**src/rtl/rgb_blink.sv**
```systemverilog
// RGB LED demo: 8N1 UART command receiver driving a blinking colour mask.
// Define RGB_BLINK_ECHO_EN to build the transmitter that echoes accepted bytes on uarttx.
module rgb_blink #(
  parameter int unsigned CLKS_PER_BIT = 104,
  parameter int unsigned BLINK_BITS   = 24
) (
  input  logic       hw_clk,
  input  logic       rst_n,
  input  logic       uartrx,
  output logic       uarttx,
  output logic       led_red,
  output logic       led_green,
  output logic       led_blue,
  output logic       rx_valid,
  output logic [7:0] rx_data
);

  localparam int unsigned CNT_W = $clog2(CLKS_PER_BIT);
  localparam logic [CNT_W-1:0] BIT_END  = CNT_W'(CLKS_PER_BIT - 1);
  localparam logic [CNT_W-1:0] HALF_END = CNT_W'(CLKS_PER_BIT / 2 - 1);

  typedef enum logic [1:0] {RX_IDLE, RX_START, RX_DATA, RX_STOP} rx_state_e;

  rx_state_e             rx_state_q, rx_state_d;
  logic [1:0]            sync_q, sync_d;
  logic [1:0]            flush_q, flush_d;
  logic                  armed_q, armed_d;
  logic [CNT_W-1:0]      rx_cnt_q, rx_cnt_d;
  logic [2:0]            rx_idx_q, rx_idx_d;
  logic [7:0]            rx_shift_q, rx_shift_d;
  logic [7:0]            rx_data_q, rx_data_d;
  logic                  rx_valid_q, rx_valid_d;
  logic [2:0]            mask_q, mask_d;
  logic [BLINK_BITS-1:0] blink_q, blink_d;
  logic [2:0]            led_q, led_d;
  logic                  rx_sync;

  assign rx_sync = sync_q[1];

  always_ff @(posedge hw_clk or negedge rst_n) begin
    if (!rst_n) begin
      rx_state_q <= RX_IDLE;
      sync_q     <= 2'b11;
      flush_q    <= 2'b00;
      armed_q    <= 1'b0;
      rx_cnt_q   <= '0;
      rx_idx_q   <= '0;
      rx_shift_q <= '0;
      rx_data_q  <= '0;
      rx_valid_q <= 1'b0;
      mask_q     <= 3'b100;
      blink_q    <= '0;
      led_q      <= '0;
    end else begin
      rx_state_q <= rx_state_d;
      sync_q     <= sync_d;
      flush_q    <= flush_d;
      armed_q    <= armed_d;
      rx_cnt_q   <= rx_cnt_d;
      rx_idx_q   <= rx_idx_d;
      rx_shift_q <= rx_shift_d;
      rx_data_q  <= rx_data_d;
      rx_valid_q <= rx_valid_d;
      mask_q     <= mask_d;
      blink_q    <= blink_d;
      led_q      <= led_d;
    end
  end

  // Receiver next state, command decode, blink and LED gating.
  always_comb begin
    rx_state_d = rx_state_q;
    sync_d     = {sync_q[0], uartrx};
    flush_d    = {flush_q[0], 1'b1};
    armed_d    = armed_q;
    rx_cnt_d   = rx_cnt_q;
    rx_idx_d   = rx_idx_q;
    rx_shift_d = rx_shift_q;
    rx_data_d  = rx_data_q;
    rx_valid_d = 1'b0;
    mask_d     = mask_q;
    blink_d    = blink_q + BLINK_BITS'(1);
    led_d      = mask_q & {3{blink_q[BLINK_BITS-1]}};

    // The synchroniser resets to 1; ignore it until real line samples have flushed through.
    if (flush_q[1] && rx_sync) armed_d = 1'b1;

    case (rx_state_q)
      RX_IDLE: begin
        rx_cnt_d = '0;
        if (armed_q && !rx_sync) rx_state_d = RX_START;
      end
      RX_START: begin
        if (rx_cnt_q == HALF_END) begin
          rx_cnt_d   = '0;
          rx_idx_d   = '0;
          rx_state_d = rx_sync ? RX_IDLE : RX_DATA;
        end else begin
          rx_cnt_d = rx_cnt_q + CNT_W'(1);
        end
      end
      RX_DATA: begin
        if (rx_cnt_q == BIT_END) begin
          rx_cnt_d   = '0;
          rx_shift_d = {rx_sync, rx_shift_q[7:1]};
          rx_idx_d   = rx_idx_q + 3'd1;
          if (rx_idx_q == 3'd7) rx_state_d = RX_STOP;
        end else begin
          rx_cnt_d = rx_cnt_q + CNT_W'(1);
        end
      end
      RX_STOP: begin
        if (rx_cnt_q == BIT_END) begin
          rx_cnt_d   = '0;
          rx_state_d = RX_IDLE;
          if (rx_sync) begin
            rx_data_d  = rx_shift_q;
            rx_valid_d = 1'b1;
          end else begin
            armed_d = 1'b0;
          end
        end else begin
          rx_cnt_d = rx_cnt_q + CNT_W'(1);
        end
      end
      default: rx_state_d = RX_IDLE;
    endcase

    // Forcing bit 5 folds upper-case letters onto lower case.
    if (rx_valid_q) begin
      case (rx_data_q | 8'h20)
        8'h72:   mask_d = 3'b100;
        8'h67:   mask_d = 3'b010;
        8'h62:   mask_d = 3'b001;
        8'h77:   mask_d = 3'b111;
        8'h6f:   mask_d = 3'b000;
        default: mask_d = mask_q;
      endcase
    end
  end

  assign led_red   = led_q[2];
  assign led_green = led_q[1];
  assign led_blue  = led_q[0];
  assign rx_valid  = rx_valid_q;
  assign rx_data   = rx_data_q;

`ifdef RGB_BLINK_ECHO_EN
  typedef enum logic [1:0] {TX_IDLE, TX_START, TX_DATA, TX_STOP} tx_state_e;

  tx_state_e        tx_state_q, tx_state_d;
  logic [CNT_W-1:0] tx_cnt_q, tx_cnt_d;
  logic [2:0]       tx_idx_q, tx_idx_d;
  logic [7:0]       tx_shift_q, tx_shift_d;
  logic             tx_q, tx_d;

  always_ff @(posedge hw_clk or negedge rst_n) begin
    if (!rst_n) begin
      tx_state_q <= TX_IDLE;
      tx_cnt_q   <= '0;
      tx_idx_q   <= '0;
      tx_shift_q <= '0;
      tx_q       <= 1'b1;
    end else begin
      tx_state_q <= tx_state_d;
      tx_cnt_q   <= tx_cnt_d;
      tx_idx_q   <= tx_idx_d;
      tx_shift_q <= tx_shift_d;
      tx_q       <= tx_d;
    end
  end

  // Echo transmitter; bytes accepted while busy are dropped.
  always_comb begin
    tx_state_d = tx_state_q;
    tx_cnt_d   = tx_cnt_q;
    tx_idx_d   = tx_idx_q;
    tx_shift_d = tx_shift_q;
    tx_d       = tx_q;

    case (tx_state_q)
      TX_IDLE: begin
        tx_d = 1'b1;
        if (rx_valid_q) begin
          tx_shift_d = rx_data_q;
          tx_cnt_d   = '0;
          tx_d       = 1'b0;
          tx_state_d = TX_START;
        end
      end
      TX_START: begin
        if (tx_cnt_q == BIT_END) begin
          tx_cnt_d   = '0;
          tx_idx_d   = '0;
          tx_d       = tx_shift_q[0];
          tx_shift_d = {1'b0, tx_shift_q[7:1]};
          tx_state_d = TX_DATA;
        end else begin
          tx_cnt_d = tx_cnt_q + CNT_W'(1);
        end
      end
      TX_DATA: begin
        if (tx_cnt_q == BIT_END) begin
          tx_cnt_d = '0;
          if (tx_idx_q == 3'd7) begin
            tx_d       = 1'b1;
            tx_state_d = TX_STOP;
          end else begin
            tx_d       = tx_shift_q[0];
            tx_shift_d = {1'b0, tx_shift_q[7:1]};
            tx_idx_d   = tx_idx_q + 3'd1;
          end
        end else begin
          tx_cnt_d = tx_cnt_q + CNT_W'(1);
        end
      end
      TX_STOP: begin
        if (tx_cnt_q == BIT_END) begin
          tx_cnt_d   = '0;
          tx_state_d = TX_IDLE;
        end else begin
          tx_cnt_d = tx_cnt_q + CNT_W'(1);
        end
      end
      default: tx_state_d = TX_IDLE;
    endcase
  end

  assign uarttx = tx_q;
`else
  assign uarttx = 1'b1;
`endif

endmodule

```
**config.mk**
```make
export PLATFORM = sky130hd
export DESIGN_NAME = rgb_blink
export DESIGN_NICKNAME = d
export VERILOG_FILES = /design/src/rtl/rgb_blink.sv
export SDC_FILE = /design/constraint.sdc
export NUM_CORES = 1
export LEC_CHECK = 0
export BUFFER_PORTS_ARGS = -buffer_cell sky130_fd_sc_hd__buf_2
export CAP_MARGIN = 20
export CORE_MARGIN = 4
export CORE_UTILIZATION = 57
export CTS_BUF_LIST = sky130_fd_sc_hd__clkbuf_8
export CTS_CLUSTER_SIZE = 10
export DETAILED_ROUTE_END_ITERATION = 6
export PLACE_DENSITY_LB_ADDON = 0.08
export SYNTH_ARGS = -nofsm -noshare
export SYNTH_HDL_FRONTEND = slang
export SYNTH_SLANG_ARGS = --single-unit
```
**constraint.sdc**
```tcl
create_clock -name hw_clk -period 2.24 [get_ports hw_clk]
set_input_delay 0.336 -clock hw_clk [delete_from_list [all_inputs] [get_ports hw_clk]]
set_output_delay 0.336 -clock hw_clk [all_outputs]
set_load 0.01 [all_outputs]
```
## Word-level counts from Yosys, hierarchy flattened

Cells that the tools add are included.

- Register bits after elaboration: 64
- Input bits: 3
- Output and inout port bits: 13
- Logic and storage cells: 65

- Add/subtract/negate cells: 3
- Equal/unequal tests: 16
- Mux-type cells: 21
- Bitwise gates (word level): 1
- Reductions and logical operators: 12

Operator list:

| operator | count |
|---|---|
| 7-bit by 6-bit equality test with 1-bit output (second input constant) | 6 |
| 24-bit by 1-bit adder with 24-bit output (second input constant) | 1 |
| 7-bit one-hot mux with 3 select lines | 1 |
| 3-bit one-hot mux with 5 select lines | 1 |
| 7-bit two-way mux | 2 |
| 2-bit two-way mux | 6 |
| 2-bit inequality test (second input constant) | 5 |
| 2-bit one-hot mux with 4 select lines | 1 |
| 7-bit by 1-bit adder with 7-bit output (second input constant) | 1 |
| 7-bit equality test (second input constant) | 1 |
| 1-bit two-way mux | 7 |
| 3-bit two-way mux | 2 |
| 3-bit one-hot mux with 2 select lines | 1 |
| 3-bit AND reduction | 2 |
| 5-bit AND reduction | 1 |
| 5-bit nonzero test | 1 |
| 2-bit equality test (second input constant) | 2 |
| 2-bit AND reduction | 2 |
| 3-bit by 1-bit adder with 3-bit output (second input constant) | 1 |
| 3-bit bitwise AND | 1 |
| 3-bit equality test (second input constant) | 1 |
| 2-bit by 1-bit equality test with 1-bit output (second input constant) | 1 |
| 1-bit logical AND | 2 |
| 2-bit zero test | 1 |
| other kinds (3) | 3 |

## Depth between registers and ports, before layout

- Depth in word-level cells: 5
- Gate-level depth with buffers: 6
- Mapped depth without buffers: 5

## Worst setup path after synthesis

No wires, ideal clock.

- Path type: register to register
- Start point: register rx_cnt_q[0]
- End point: register rx_shift_q[0]
- Library setup time: 125 ps
- Arrival time: 1621 ps
- Data required time: 2115 ps
- Setup slack: 495 ps
- Cell stages (with the launch flop): 7
- Path buffers: 1
- Cells stage by stage: dfrtp_1 > ha_1 > nand3b_4 > nor3_4 > nor3b_2 > buf_6 > mux2_2

- Cells in the longest elaborated chain, start to end: 2

Ends and longest elaborated chain:

| what | line | source |
|---|---|---|
| from (decl) | 28 | `logic [CNT_W-1:0] rx_cnt_q, rx_cnt_d;` |
| from (signal assigned) | 59 | `rx_cnt_q <= rx_cnt_d;` |
| 7-bit equality test | 103 | `if (rx_cnt_q == BIT_END) begin` |
| 2-bit AND reduction (no source line) | - |  |
| to (signal assigned) | 61 | `rx_shift_q <= rx_shift_d;` |
| to (decl) | 30 | `logic [7:0] rx_shift_q, rx_shift_d;` |

No other way between the ends.
A chain may end at the register's enable or synchronous reset.

## Worst setup path in the final report

- Start point: register rx_cnt_q[0]
- End point: register rx_data_q[5], in the netlist rx_data[5]

- Cells in the longest elaborated chain, start to end: 2

Ends and longest elaborated chain:

| what | line | source |
|---|---|---|
| 7-bit equality test | 113 | `if (rx_cnt_q == BIT_END) begin` |
| 3-bit AND reduction (no source line) | - |  |
| to (signal assigned) | 62 | `rx_data_q <= rx_data_d;` |
| to (decl) | 31 | `logic [7:0] rx_data_q, rx_data_d;` |

No other way between the ends.

==> impl_metrics.env <==
export IMPL_outcome="finished, final reports clean"
export IMPL_fin_worst_skew_ps=6.35
export IMPL_ys_seq_elements=64
export IMPL_p_total_mw=2.38
export IMPL_ys_seq_area_share_pct=56.8
export IMPL_htree_levels=3
export IMPL_synth_ff_type="dfrtp_1"
export IMPL_p_per_area_nw_per_um2=754
export IMPL_cts_clk_slew_worst_paths_ps=70
export IMPL_hold_buffers=0
export IMPL_drv_slew=0
export IMPL_dieHeight_um=78.4
export IMPL_dpl_hpwl_um=2960
export IMPL_cp_arrival_ps=2220
export IMPL_clk_latency_ps=320
export IMPL_drt_total_wl_um=4430
export IMPL_gp_congestion=0.796
export IMPL_slew_headroom_pct=59.3
export IMPL_drv_cap=0
export IMPL_register_area_um2=1610
export IMPL_drtIter0Drc=120
export IMPL_rsz0062_at_grt="no"
export IMPL_cp_start_kind="flip-flop"
export IMPL_first_pass_iters=6
export IMPL_end_kind="flip-flop"
export IMPL_port_buffers=14
export IMPL_initial_core_util_pct=59.4
export IMPL_timing_rr_end="rx_data[5]"
export IMPL_n_antenna_cell=0
export IMPL_r2r_start="rx_cnt_q[0]"
export IMPL_setup_slack_ps=222
export IMPL_fmax_ghz=0.496
export IMPL_postCtsSetupBuffers=0
export IMPL_peakVddDrop_v=0.000514
export IMPL_post_dp_cell_area_um2=2960
export IMPL_fill_cells=379
export IMPL_clk_path_buf_depth=2
export IMPL_min_delay_path_class="in -> async"
export IMPL_grt_pass1_vias=1725
export IMPL_die_area_um2=6140
export IMPL_drive_above_1_share_pct=22.7
export IMPL_via_count=1752
export IMPL_post_synth_cell_area_avg_um2=12.2
export IMPL_cts_tree="yes"
export IMPL_wl_per_cell_um=13.7
export IMPL_rows=25
export IMPL_cts_root_buf="clkbuf_8"
export IMPL_multi_input_area_um2=1150
export IMPL_cts_resized=0
export IMPL_drcViolationCount=0
export IMPL_cts_buffers=9
export IMPL_finalSetupTns_ps=0
export IMPL_track_usage_pct=16.6
export IMPL_core_um2=4750
export IMPL_cts_sinks=64
export IMPL_ff2ff_setup_slack_ps=220
export IMPL_ios=16
export IMPL_required_ps=2450
export IMPL_nets=260
export IMPL_worst_slew_pin_slew_ps=605
export IMPL_fin_crit_ps=2020
export IMPL_dp_slack_ps=213
export IMPL_synth_distinct_cells=49
export IMPL_grt_pass1_wl_um=7960
export IMPL_final_common_cell="dfrtp_1"
export IMPL_drt_antenna_violating_nets=0
export IMPL_fin_crit_sh_pct=90.1
export IMPL_setup_violations=0
export IMPL_syn_inst=231
export IMPL_finalHoldViolations=0
export IMPL_fin_area_um2=3150
export IMPL_final_cell_mix="61 x dfrtp_1, 17 x xnor2_1, 17 x mux2_2, 15 x nor2_1"
export IMPL_synth_edf_count=0
export IMPL_yosysWarnings=0
export IMPL_synthArstFlopShare_pct=100
export IMPL_grt_overflow=0
export IMPL_critical_path_class="reg -> reg"
export IMPL_antenna_found_initial=0
export IMPL_chipWidth_um=78.4
export IMPL_leakagePower_nw=1.52
export IMPL_syn_area_um2=2820
export IMPL_via_per_inst=5.42
export IMPL_grt_start_max_net_pins=65
export IMPL_cp_max_fo=9
export IMPL_reg2regPathDepth=5
export IMPL_layout_area_overhead_vs_synth_pct=11.6
[metrics by stage]
| step | cells | hold WS (ps) | utilization [%] |
|---|---|---|---|
| floorplan | 232 | 40.4 | - |
| global placement | 308 | 333 | 62.3 |
| detailed placement | 308 | 345 | 62.3 |
| CTS | 323 | 24.1 | 66.3 |
| global route | 323 | 32.5 | 66.3 |
| finish | 323 | 9.66 | 66.3 |
[sequential cells by signal, summed over array words and instances, names as in the netlist, named ones only]
| register | count |
|---|---|
| rx_cnt_q | 7 |
| rx_state_q | 1 |
| rx_idx_q | 3 |
| armed_q | 1 |
| rx_valid | 1 |
| sync_q | 2 |
| flush_q | 2 |
| rx_shift_q | 8 |
| mask_q | 3 |
| blink_q | 24 |
| led_q | 3 |
| rx_data | 8 |
[metal layers]
layer	GRT usage (%)	up-vias	share of wire [%]
met4	7.87	0	1.2
met1	23.2	861	51
met5	0	-	0
met3	3.44	7	3.1
met2	24.8	31	45
li1	-	853	-
[critical path: stages (launching register included)]
cell,delay [ps]
dfrtp_1,410
ha_1,240
nand3b_4,120
nor3_4,260
and4_1,480
mux2_2,390
[cell usage after synthesis (5+ instances only)]
cell	count	share of area (%)
mux2_2	17	6.8
and3_1	6	1.3
dfrtp_1	61	54
ha_1	5	2.2
xor2_1	10	3.1
xnor2_1	17	5.3
nand3_1	14	2.5
nor2_1	15	2.0
a21oi_1	6	1.1
inv_1	7	0.93
nand2_1	13	1.7
[final cells by class]
type	instances	area share [%]
sequential	64	51.0
timing repair buffer	16	3.10
multi-input combinational	154	36.5
clock buffer	10	4.37
inverter	7	0.834
tap	67	2.66
clock inverter	5	1.55
[kinds of logic (layout without fill, tap and decap cells)]
family	count (synthesis)	in the layout	synth area share, %
simple gates	81	81	17.7
flops	64	64	56.8
xor+xnor	27	27	8.37
compound gates	21	21	5.10
mux	18	18	7.13
buf+inv	14	38	2.53
fa+ha+maj	5	5	2.22
other cells	1	2	0.133
[report_power, final]
part | switching [mW] | leakage [nW] | internal [mW]
Clock | 0.405 | 0.103 | 0.528
Combinational | 0.0881 | 0.572 | 0.0797
Sequential | 0.0663 | 0.848 | 1.21
[worst max path at each step]
stage | startpoint | end | slack (ps)
after detailed placement | rx_cnt_q[0] | rx_data[5] | 210
after global routing | rx_cnt_q[0] | rx_shift_q[0] | 80
after floorplan | rx_cnt_q[0] | rx_shift_q[0] | 490
after global placement | rx_cnt_q[0] | rx_data[6] | 260
after CTS | rx_cnt_q[0] | rx_data[5] | 200
final | rx_cnt_q[0] | rx_data[5] | 220
Power figures use the tool's default switching activity.
